`config.mk`:
```
export PLATFORM = sky130hd
export DESIGN_NAME = snitch_mem_loader
export DESIGN_NICKNAME = d
export VERILOG_FILES = /design/src/rtl/snitch_mem_loader_pkg.sv /design/src/rtl/snitch_mem_loader.sv
export SDC_FILE = /design/constraint.sdc
export NUM_CORES = 1
export LEC_CHECK = 0
export ABC_AREA = 1
export CAP_MARGIN = 20
export CORE_ASPECT_RATIO = 2
export CORE_MARGIN = 5
export CORE_UTILIZATION = 34
export CTS_CLUSTER_DIAMETER = 40
export DETAILED_ROUTE_END_ITERATION = 16
export GPL_TIMING_DRIVEN = 0
export PLACE_DENSITY = 0.72
export SYNTH_ARGS = -nofsm -noshare
export SYNTH_HDL_FRONTEND = slang
export SYNTH_SLANG_ARGS = --single-unit
```
`constraint.sdc`:
```
create_clock -name clk_i -period 3.1 [get_ports clk_i]
set_input_delay 0.775 -clock clk_i [delete_from_list [all_inputs] [get_ports clk_i]]
set_output_delay 0.775 -clock clk_i [all_outputs]
set_load 0.005 [all_outputs]
```
`src/rtl/snitch_mem_loader_pkg.sv`:
```
// Shared types and helpers for the burst reqrsp memory loader.
// Default reqrsp channel types cover the 32-bit configuration.
package snitch_mem_loader_pkg;

    typedef enum logic [1:0] {
        IDLE  = 2'd0,
        ISSUE = 2'd1,
        DRAIN = 2'd2
    } state_e;

    // Byte distance between consecutive words of a burst.
    function automatic int unsigned addr_incr(int unsigned data_width);
        return data_width / 8;
    endfunction

    typedef struct packed {
        logic [31:0] addr;
        logic        write;
        logic [31:0] data;
        logic [3:0]  strb;
    } default_req_chan_t;

    typedef struct packed {
        logic [31:0] data;
        logic        error;
    } default_rsp_chan_t;

    typedef struct packed {
        default_req_chan_t q;
        logic              q_valid;
        logic              p_ready;
    } default_dreq_t;

    typedef struct packed {
        default_rsp_chan_t p;
        logic              p_valid;
        logic              q_ready;
    } default_drsp_t;

endpackage

```
`src/rtl/snitch_mem_loader.sv`:
```
// Burst reqrsp initiator: turns one host burst command into single-word
// requests with a bounded number in flight; responses return in order.
//
// state | meaning
// IDLE  | accept a command; zero-length commands complete here; strays dropped
// ISSUE | issue requests while words remain and there is room in flight
// DRAIN | all requests issued, wait for the remaining responses
module snitch_mem_loader
    import snitch_mem_loader_pkg::*;
#(
    parameter int unsigned AddrWidth      = 32,
    parameter int unsigned DataWidth      = 32,
    parameter int unsigned LenWidth       = 16,
    parameter int unsigned MaxOutstanding = 4,
    parameter type         dreq_t         = default_dreq_t,
    parameter type         drsp_t         = default_drsp_t,
    localparam int unsigned StrbWidth     = DataWidth / 8
) (
    input  logic                 clk_i,
    input  logic                 rst_i,
    input  logic                 cmd_valid_i,
    output logic                 cmd_ready_o,
    input  logic                 cmd_write_i,
    input  logic [AddrWidth-1:0] cmd_addr_i,
    input  logic [LenWidth-1:0]  cmd_len_i,
    input  logic                 wdata_valid_i,
    output logic                 wdata_ready_o,
    input  logic [DataWidth-1:0] wdata_i,
    input  logic [StrbWidth-1:0] wstrb_i,
    output logic                 rdata_valid_o,
    input  logic                 rdata_ready_i,
    output logic [DataWidth-1:0] rdata_o,
    output logic                 busy_o,
    output logic                 done_o,
    output logic                 error_o,
    output dreq_t                data_req_o,
    input  drsp_t                data_rsp_i
);

    localparam int unsigned OutWidth = $clog2(MaxOutstanding + 1);
    localparam logic [OutWidth-1:0] MaxOut = OutWidth'(MaxOutstanding);
    localparam logic [AddrWidth-1:0] AddrStep = AddrWidth'(addr_incr(DataWidth));
    localparam logic [AddrWidth-1:0] AlignMask = ~AddrWidth'(StrbWidth - 1);

    state_e               state, state_next;
    logic                 write_q;
    logic [AddrWidth-1:0] addr_q;
    logic [LenWidth-1:0]  remaining_q;
    logic [OutWidth-1:0]  outstanding_q, outstanding_next;
    logic                 err_q, done_q, error_q;
    logic                 room, q_valid, p_ready;
    logic                 cmd_fire, q_fire, p_fire, drain_exit;

    assign room       = (remaining_q != '0) && (outstanding_q < MaxOut);
    assign cmd_fire   = cmd_valid_i && (state == IDLE);
    assign q_fire     = q_valid && data_rsp_i.q_ready;
    // Responses outside a burst are strays and never touch the counter.
    assign p_fire     = p_ready && data_rsp_i.p_valid && (state != IDLE) && (outstanding_q != '0);
    assign drain_exit = (state == DRAIN) && (outstanding_next == '0);

    always_comb begin
        outstanding_next = outstanding_q;
        if (q_fire && !p_fire) begin
            outstanding_next = outstanding_q + OutWidth'(1);
        end else if (!q_fire && p_fire) begin
            outstanding_next = outstanding_q - OutWidth'(1);
        end
    end

    always_ff @(posedge clk_i) begin
        if (rst_i) begin
            state <= IDLE;
        end else begin
            state <= state_next;
        end
    end

    always_comb begin
        state_next = state;
        case (state)
            IDLE:    if (cmd_fire && (cmd_len_i != '0)) state_next = ISSUE;
            ISSUE:   if (q_fire && (remaining_q == LenWidth'(1))) state_next = DRAIN;
            DRAIN:   if (drain_exit) state_next = IDLE;
            default: state_next = IDLE;
        endcase
    end

    always_comb begin
        q_valid       = 1'b0;
        p_ready       = 1'b1;
        wdata_ready_o = 1'b0;
        rdata_valid_o = 1'b0;
        case (state)
            ISSUE: begin
                if (write_q) begin
                    q_valid       = room && wdata_valid_i;
                    wdata_ready_o = room && data_rsp_i.q_ready;
                end else begin
                    q_valid       = room;
                    p_ready       = rdata_ready_i;
                    rdata_valid_o = data_rsp_i.p_valid;
                end
            end
            DRAIN: begin
                if (!write_q) begin
                    p_ready       = rdata_ready_i;
                    rdata_valid_o = data_rsp_i.p_valid;
                end
            end
            default: ;
        endcase
        data_req_o         = '0;
        data_req_o.q.addr  = addr_q;
        data_req_o.q.write = write_q;
        data_req_o.q.data  = write_q ? wdata_i : '0;
        data_req_o.q.strb  = write_q ? wstrb_i : '1;
        data_req_o.q_valid = q_valid;
        data_req_o.p_ready = p_ready;
        rdata_o            = data_rsp_i.p.data;
        cmd_ready_o        = (state == IDLE);
        busy_o             = (state != IDLE);
        done_o             = done_q;
        error_o            = error_q;
    end

    always_ff @(posedge clk_i) begin
        if (rst_i) begin
            write_q       <= 1'b0;
            addr_q        <= '0;
            remaining_q   <= '0;
            outstanding_q <= '0;
            err_q         <= 1'b0;
            done_q        <= 1'b0;
            error_q       <= 1'b0;
        end else begin
            done_q        <= 1'b0;
            error_q       <= 1'b0;
            outstanding_q <= outstanding_next;
            if (cmd_fire) begin
                write_q     <= cmd_write_i;
                addr_q      <= cmd_addr_i & AlignMask;
                remaining_q <= cmd_len_i;
                err_q       <= 1'b0;
                done_q      <= (cmd_len_i == '0);
            end
            if (q_fire) begin
                addr_q      <= addr_q + AddrStep;
                remaining_q <= remaining_q - LenWidth'(1);
            end
            if (p_fire && data_rsp_i.p.error) begin
                err_q <= 1'b1;
            end
            // The final response's error bit is folded in the same cycle it arrives.
            if (drain_exit) begin
                done_q  <= 1'b1;
                error_q <= err_q || (p_fire && data_rsp_i.p.error);
            end
        end
    end

endmodule

```
-- Word-level counts from Yosys, hierarchy flattened
Index checks and enable logic that the tools add are counted.
- output and inout port bits: 109
- input port bits: 125
- register bits: 57
- bitwise logic cells: 1
- muxes and demuxes: 24
- reductions and logical operators: 29
- equal/unequal tests: 6
- magnitude comparators: 1
- add/sub/neg operators: 4
- operators with widths (operator ; count):
    $mux 32 ; 3
    $add 32x3->32 const B ; 1
    $mux 16 ; 2
    $reduce_bool 16->1 ; 2
    $eq 16x1->1 const B ; 1
    $logic_not 16->1 ; 1
    $sub 16x1->16 const B ; 1
    $logic_and 1x1->1 ; 14
    $mux 1 ; 12
    $mux 2 ; 3
    $mux 3 ; 2
    $pmux 2 s3 ; 1
    $reduce_bool 2->1 ; 3
    $mux 4 ; 1
    $ne 2x2->1 const B ; 2
    $reduce_or 2->1 ; 2
    $add 3x1->3 const B ; 1
    $logic_not 3->1 ; 1
    $lt 3x3->1 const B ; 1
    $reduce_and 3->1 ; 1
    $reduce_bool 3->1 ; 1
    $sub 3x1->3 const B ; 1
    $eq 2x1->1 const B ; 1
    $eq 2x2->1 const B ; 1
    5 further kinds ; 6

-- Logic depth before layout (Yosys ltp)
Gate-level depths: netlist of the first run.
- word-level depth: 14
- mapped depth: 16
- gate-level depth less buffers: 16

-- Worst setup path before layout of the first run
OpenSTA, ideal clock, no wires.
- kind: input to output
- start point: input wdata_valid_i
- end point: output data_req_o[1] (netlist bit)
- path slack: 1092 ps
- path buffers: 1
- data arrival time: 1233 ps
- stages on the path: 5
- path through: nor2_1 > nor2_4 > nand3_2 > inv_1 > buf_4
- longest elaborated chain between the ends: 3
- RTL lines (element ; RTL line ; source):
    start: declaration ; snitch_mem_loader.sv:26 ; input logic wdata_valid_i,
    $logic_and 1x1->1 ; snitch_mem_loader.sv:96 ; q_valid = room && wdata_valid_i;
    $mux 1 ; snitch_mem_loader.sv:95 ; if (write_q) begin
    $mux 1 ; snitch_mem_loader.sv:93 ; case (state)
    end: declaration ; snitch_mem_loader.sv:36 ; output dreq_t data_req_o,
Every way passes these cells.

-- Worst setup path in the final report of the first run
Same ends and word-level chain as after synthesis.

==> flow_summary.toml, run 1 <==
[logic_synthesis]
ys_types = 44
syn_inst = 645
yosysWarnings = 0
synth_area_leaders = "dfxtp_1, nand2_1, buf_4"
synthArstFlopShare = 0
synth-seq-area-share = 0.265
ys.flop_type = "dfxtp_1"
avgSynthCellArea_um2 = 6.44
synth-edff-count = 0
synth_top_area_frac = 0.265
synth_top_area_cell = "dfxtp_1"
netlist_area_mm2 = 0.00416
yosys_register_bits = 55

[layout]
drive_above_1_share = 0.111
final_cells = 997
nets = 983
area_delta_synth_final_pct = 55.1
final_common_cell = "clkdlybuf4s50_1"
n_antenna_cell = 0
final_util = 0.535
final_cell_mix = "clkdlybuf4s50_1, nand2_1, inv_1"

[routing]
drt_first_pass_iters = 5
drtIter0Drc = 259
viasPerCell = 5.12
final_antenna_net_count = 0
vias = 5107
routed_wl_um = 16400
post-route-drc-count = 0
post_drt_wl_per_cell_um = 16.5

[min_path]
hp-class = "flop to flop"
min-delay-start = "addr_q[31]"
hold-path-endpoint = "addr_q[31]"
hold_depth = 2

[setup_path]
crit_path_cell_trace = "clkdlybuf4s50_1 -> nor2_1 -> nor2_4 -> nand3_2 -> inv_1 -> buf_4 -> clkdlybuf4s50_1"
rr_endpoint = "remaining_q[0]"
max_stage_delay_ps = 500
critPathTopFamily = "buffers and inverters"
path_max_fanout = 2
timing.rr.start = "remaining_q[0]"
cp.required_ps = 2320
cp_common_cell = "clkdlybuf4s50_1"
critPathKind = "input port to output pin"
slowest_stage = "clkdlybuf4s50_1"
cp_num_cells = 7
cp-end-kind = "output pin"
arrival_ps = 2170
cp-start-kind = "input port"
worst-path-buf-inv = 4
reg2reg_depth = 11
r2r_slack_ps = 810

[placement]
dp_slack_ps = 154
placedCellCount = 989
hpwl_um = 13300
port_buffers = 196
gp_congestion = 0.979

[sta]
hold_viol = 0
whs_ps = 494
tns_ps = 0
fmax_ghz = 0.340
fin_skew_ps = 11.1
period_needed_ps = 2940
tightest_slew_ps = 769
rsz0062_at_grt = "false"
finalMaxSlewViolations = 0
relSlewSlack = 0.482
setup_violations = 0
worst_slack_ps = 155
period_share = 0.950

[clock_tree]
clk_pin_slew_ps = 80
postCtsSetupBuffers = 0
cts_tree = "yes"
cts_buffers = 5
cts-root-buf = "clkbuf_16"
clk_path_buf_depth = 2
cts_max_level = 2
ctsResizeCount = 0
cts_hold_buf = 0
clk_latency_ps = 300
clkSinkCount = 55

[grt]
grt_pass1_wl_um = 24600
grt_use_total = 0.217
grt_pass1_vias = 5132
antenna_found_initial = 0
overflow = 0
grt_max_degree = 17

[pwr]
p_per_area_mw_per_mm2 = 654
static-leakage-power_nw = 2.78
peakVddDrop_v = 0.000495

[die]
core_mm2 = 0.0121
die_x_um = 88.2
die_h_um = 166
start_util = 0.345
io_pins = 234
dieArea_mm2 = 0.0147
row_count = 57

[flow_run]
cap_violations = 0

[run_status]
outcome = "finished, final reports clean"
-- cell type report --
cell class	count	area [µm²]
flip-flops and latches	55	1100
multi-input cells	451	2370
plain buffers	60	388
clock buffers	6	129
fillers	1187	5610
clock inverters	2	12.5
repair buffers	196	1960
well taps	147	184
inverters	80	300
-- kinds of logic after synthesis --
family          after synthesis  share of synthesized area
buf+inv                     140                      0.166
compound gates               94                      0.134
fa+ha+maj                     9                     0.0271
other cells                   1                   0.000902
flops                        55                      0.265
simple gates                327                      0.365
xor+xnor                     19                     0.0419
-- worst reg2reg max path, stage by stage (launching register included) --
cell and delay (ps):
dfxtp_1 350, inv_1 80, ha_1 280, nand2_4 130, nor2_4 50, nand2_4 90
nand4_4 190, nand2_2 230, inv_2 130, buf_2 240, a221oi_1 330, nor2_1 70
-- power by group --
part / total, W / internal [W] / switching [W] / leakage [nW]
clock network: 0.000577 / 0.000300 / 0.000277 / 0.0669
logic: 0.00244 / 0.00114 / 0.00130 / 2.27
registers: 0.00120 / 0.000918 / 0.000284 / 0.451
total: 0.00422 / 0.00236 / 0.00186 / 2.78
-- flip-flops by register name, indices dropped and copies added, names as in the netlist --
signal	flops
addr_q	30
done_o	1
err_q	1
error_o	1
outstanding_q	3
remaining_q	16
state	2
write_q	1
-- per-stage QoR --
stage                     power [W]  cell area [µm²]
final                       0.00422             6450
after CTS                   0.00422             6450
after detailed placement    0.00364             6300
after floorplan             0.00257             4160
after global placement      0.00361             6300
after global routing        0.00453             6450
-- how the worst max path moves through the flow --
stage | from | to
after detailed placement | wdata_valid_i | data_req_o[1]
after global placement | wdata_valid_i | data_req_o[1]
after floorplan | wdata_valid_i | data_req_o[1]
after global routing | wdata_valid_i | data_req_o[1]
after CTS | wdata_valid_i | data_req_o[1]
final | wdata_valid_i | data_req_o[1]
-- Yosys cell counts, types with 5 or more instances --
cell	number
nor2_2	5
nand3_1	38
xor2_1	11
a31oi_1	12
o211ai_1	9
nand2_1	167
or2_2	10
buf_4	40
clkbuf_1	10
nor3_1	11
xnor2_1	7
dfxtp_1	55
o21ai_0	14
nor4_1	8
inv_1	75
nand4_1	14
nand3_2	5
nor2_1	51
ha_1	9
a21oi_1	42
buf_2	10
-- per-layer routing --
metal  wire length [µm]  global-route usage
met1               4880               0.184
met2               8510               0.395
met3               1570              0.0541
met4               1460               0.182
met5                  0                   0
(Power assumes the default switching activity.)
==> run 2: changes to the inputs <==
--- a/config.mk
+++ b/config.mk
@@ -14,6 +14,7 @@
 export DETAILED_ROUTE_END_ITERATION = 16
 export GPL_TIMING_DRIVEN = 0
 export PLACE_DENSITY = 0.72
+export RECOVER_POWER = 25
 export SYNTH_ARGS = -nofsm -noshare
 export SYNTH_HDL_FRONTEND = slang
 export SYNTH_SLANG_ARGS = --single-unit
==> run 2 against run 1 <==
Net effect:
- utilization stayed put
- non-clock buffer count stayed put
- final cell count stayed put
- routed wire length hardly changed
- clock skew is 1.4 ps lower
- critical path type unchanged
- sequential share of layout area stayed put
- highest routed layer unchanged
==> flow_summary.toml, run 2 (synthesis gave the netlist of run 1 again) <==
[grt]
overflow = 0
antenna_found_initial = 0
grt_pass1_vias = 5132
grt_max_degree = 17
grt_use_total = 0.217
grt_pass1_wl_um = 24600

[setup_path]
worst-path-buf-inv = 4
cp.required_ps = 2320
cp-start-kind = "input port"
r2r_slack_ps = 810
crit_path_cell_trace = "clkdlybuf4s50_1 -> nor2_1 -> nor2_4 -> nand3_2 -> inv_1 -> buf_4 -> clkdlybuf4s50_1"
slowest_stage = "clkdlybuf4s50_1"
cp_common_cell = "clkdlybuf4s50_1"
critPathTopFamily = "buffers and inverters"
critPathKind = "input port to output pin"
path_max_fanout = 2
max_stage_delay_ps = 500
cp-end-kind = "output pin"
arrival_ps = 2170

[placement]
placed_cell_area_mm2 = 0.00630
port_buffers = 196
hpwl_um = 13300
gp_congestion = 0.979
dp_slack_ps = 154

[clock_tree]
cts_hold_buf = 0
cts_max_level = 2
clk_latency_ps = 300
cts_tree = "yes"
clk_pin_slew_ps = 70
cts_buffers = 5
clk_path_buf_depth = 2
cts-root-buf = "clkbuf_16"
ctsResizeCount = 0
postCtsSetupBuffers = 0
clkSinkCount = 55

[layout]
largest_reg_flops = 30
drive_above_1_share = 0.111
ff_latch_area_mm2 = 0.00110
n_antenna_cell = 0
area_delta_synth_final_pct = 55.1
fillers = 1187
final_common_cell = "nand2_1"
regMostFlops = "addr_q"
fin_area_mm2 = 0.00645
multi_input_area_mm2 = 0.00237
nets = 983
final_cell_mix = "nand2_1, clkdlybuf4s50_1, inv_1"
largest_registers = "addr_q (30), remaining_q (16), outstanding_q (3)"

[die]
io_pins = 234
die_h_um = 166
core_mm2 = 0.0121
dieArea_mm2 = 0.0147
row_count = 57
die_x_um = 88.2
start_util = 0.345

[sta]
relSlewSlack = 0.475
rsz0062_at_grt = "false"
worst_slack_ps = 156
fin_skew_ps = 9.62
tns_ps = 0
tightest_slew_ps = 780
period_share = 0.950
fmax_ghz = 0.340
setup_violations = 0
finalMaxSlewViolations = 0
period_needed_ps = 2940
hold_viol = 0
whs_ps = 492

[routing]
m1WireLength_um = 4970
vias = 5052
viasPerCell = 5.07
met2WireLength_um = 8490
top_layer = "met4"
drt_first_pass_iters = 5
post_drt_wl_per_cell_um = 16.5
final_antenna_net_count = 0
wl_met3_um = 1520
post-route-drc-count = 0
drtIter0Drc = 202
routed_wl_um = 16400

[run_status]
outcome = "finished, final reports clean"

[flow_run]
cap_violations = 0

[pwr]
p_per_area_mw_per_mm2 = 647
static-leakage-power_nw = 2.86
p_total_w = 0.00417
peakVddDrop_v = 0.000476

[min_path]
hp-class = "flop to flop"
run 2: per-layer routing:
metal | global-route usage | vias up
met5 | 0 | -
met4 | 0.182 | 0
met3 | 0.0541 | 85
met2 | 0.395 | 285
met1 | 0.184 | 2210
li1 | - | 2472
run 2: layout make-up:
class | count | area share
timing repair buffer | 196 | 0.304
buffer | 60 | 0.0602
inverter | 80 | 0.0466
multi-input combinational | 451 | 0.368
sequential | 55 | 0.171
clock buffer | 6 | 0.0200
clock inverter | 2 | 0.00194
tap | 147 | 0.0285
run 2: worst paths after layout:
kind             startpoint             end  cells past startpoint
max           wdata_valid_i   data_req_o[1]                      7
min              addr_q[31]      addr_q[31]                      2
max reg2reg  remaining_q[0]  remaining_q[0]                     11
min reg2reg      addr_q[31]      addr_q[31]                      2
run 2: stage by stage:
step / cells / util
3_3_place_gp: 989 / 0.523
6_report: 997 / 0.535
4_1_cts: 997 / 0.535
5_1_grt: 997 / 0.535
2_1_floorplan: 646 / -
3_5_place_dp: 989 / 0.523
run 2: power breakdown:
part	leakage (nW)	switching, W	total, W	internal, W
combinational	2.35	0.00129	0.00240	0.00110
clock	0.0669	0.000278	0.000578	0.000300
sequential	0.451	0.000278	0.00120	0.000918
run 2: worst register-to-register path, cell delays in order, from the launching register on:
cell      delay (ps)
dfxtp_1          350
inv_1             80
ha_1             280
nand2_4          130
nor2_4            50
nand2_4           90
nand4_4          190
nand2_2          230
inv_2            130
buf_2            240
a221oi_1         330
nor2_1            70
==> run 3: changes to the inputs <==
--- a/config.mk
+++ b/config.mk
@@ -6,9 +6,9 @@
 export NUM_CORES = 1
 export LEC_CHECK = 0
 export ABC_AREA = 1
-export CAP_MARGIN = 20
+export CAP_MARGIN = 40
 export CORE_ASPECT_RATIO = 2
-export CORE_MARGIN = 5
+export CORE_MARGIN = 2
 export CORE_UTILIZATION = 34
 export CTS_CLUSTER_DIAMETER = 40
 export DETAILED_ROUTE_END_ITERATION = 16
==> run 3 against run 2 <==
Net effect:
- maximum frequency increased by 0.29%
- via count up 0.65%
- flip-flop and latch count is the same
- first-iteration DRC count rose by 26%
- cell area increased by 0.16%
- setup slack better by 8.5 ps
- critical path type unchanged
- largest power group unchanged
==> flow_summary.toml, run 3 (synthesis gave the netlist of run 1 again) <==
[layout]
n_antenna_cell = 0
final_util = 0.536
nets = 983
final_common_cell = "nand2_1"
drive_above_1_share = 0.108
area_delta_synth_final_pct = 55.4
largest_registers = "addr_q (30), remaining_q (16), outstanding_q (3)"
regMostFlops = "addr_q"
largest_reg_flops = 30
final_cell_mix = "nand2_1, clkdlybuf4s50_1, inv_1"

[pwr]
clock_power_share = 0.153
p_switching_w = 0.00184
netSwitchingFraction = 0.434
p_int_w = 0.00240
p_per_area_mw_per_mm2 = 656
peakVddDrop_v = 0.000370
comb_power_share = 0.564
static-leakage-power_nw = 2.87
seqPwrFrac = 0.282

[die]
dieArea_mm2 = 0.0132
start_util = 0.345
io_pins = 234
row_count = 57
die_h_um = 160
die_x_um = 82.2
core_mm2 = 0.0121

[routing]
routed_wl_um = 15800
vias = 5085
final_antenna_net_count = 0
viasPerCell = 5.11
post-route-drc-count = 0
post_drt_wl_per_cell_um = 15.9
drtIter0Drc = 255
drt_first_pass_iters = 7

[setup_path]
rr_endpoint = "remaining_q[0]"
reg2reg_depth = 11
cp.required_ps = 2320
arrival_ps = 2160
timing.rr.start = "remaining_q[0]"
r2r_slack_ps = 830
path_max_fanout = 2
cp-end-kind = "output pin"
critPathKind = "input port to output pin"
cp-start-kind = "input port"

[clock_tree]
cts_tree = "yes"
clkSinkCount = 55
cts-root-buf = "clkbuf_16"
clk_path_buf_depth = 2
postCtsSetupBuffers = 0
clk_latency_ps = 300
ctsResizeCount = 0
cts_buffers = 5
cts_max_level = 2
cts_hold_buf = 0
clk_pin_slew_ps = 80

[sta]
whs_ps = 499
fin_skew_ps = 16.2
hold_viol = 0
finalMaxSlewViolations = 0
rsz0062_at_grt = "false"
tightest_slew_ps = 717
period_needed_ps = 2940
fmax_ghz = 0.341
worst_slack_ps = 164
tns_ps = 0
period_share = 0.947
relSlewSlack = 0.518
setup_violations = 0

[placement]
gp_congestion = 0.969
port_buffers = 196
dp_slack_ps = 170
hpwl_um = 12500

[min_path]
hold_depth = 2
min-delay-start = "addr_q[31]"
hold-path-endpoint = "addr_q[31]"
hp-class = "flop to flop"

[grt]
overflow = 0
grt_pass1_wl_um = 24000
antenna_found_initial = 0
grt_use_total = 0.237
grt_pass1_vias = 5000
grt_max_degree = 16

[flow_run]
cap_violations = 0

[run_status]
outcome = "finished, final reports clean"
run 3: power by group through the flow:
stage          clock network [W]  registers (W)  logic (W)
2_1_floorplan                  0        0.00115    0.00142
3_3_place_gp                   0        0.00120    0.00240
3_5_place_dp                   0        0.00121    0.00241
4_1_cts                 0.000661        0.00119    0.00242
5_1_grt                 0.000675        0.00123    0.00265
6_report                0.000649        0.00120    0.00239
run 3: routing by layer:
metal	share of wire	GRT usage	up-vias	routed length (µm)
li1	-	-	2477	-
met1	0.34	0.225	2253	5320
met2	0.53	0.443	282	8360
met3	0.064	0.0281	73	1010
met4	0.071	0.166	0	1120
met5	0	0	-	0
run 3: worst max-delay path by stage:
stage | start | endpoint | slack, ps | cells past startpoint
6_report | wdata_valid_i | data_req_o[1] | 160 | 7
5_1_grt | wdata_valid_i | data_req_o[1] | 80 | 7
4_1_cts | wdata_valid_i | data_req_o[1] | 160 | 7
3_5_place_dp | wdata_valid_i | data_req_o[1] | 170 | 7
3_3_place_gp | wdata_valid_i | data_req_o[1] | 160 | 7
2_1_floorplan | wdata_valid_i | data_req_o[1] | 1090 | 5
run 3: layout make-up:
type,instances,area (µm²)
Tap cell,147,184
Clock buffer,6,129
Inverter,80,300
Buffer,60,388
Multi-Input combinational cell,451,2360
Sequential cell,55,1100
Timing Repair Buffer,196,1960
Fill cell,1157,5600
Clock inverter,1,30.0
run 3: critical path, stage by stage:
cell and delay (ps):
clkdlybuf4s50_1 450, nor2_1 60, nor2_4 120, nand3_2 100
inv_1 70, buf_4 90, clkdlybuf4s50_1 500
run 3: through the flow:
step	total power (W)	std cells	area [µm²]
floorplan	0.00257	646	4160
global placement	0.00360	989	6300
detailed placement	0.00362	989	6300
CTS	0.00428	996	6460
global route	0.00455	996	6460
finish	0.00424	996	6460
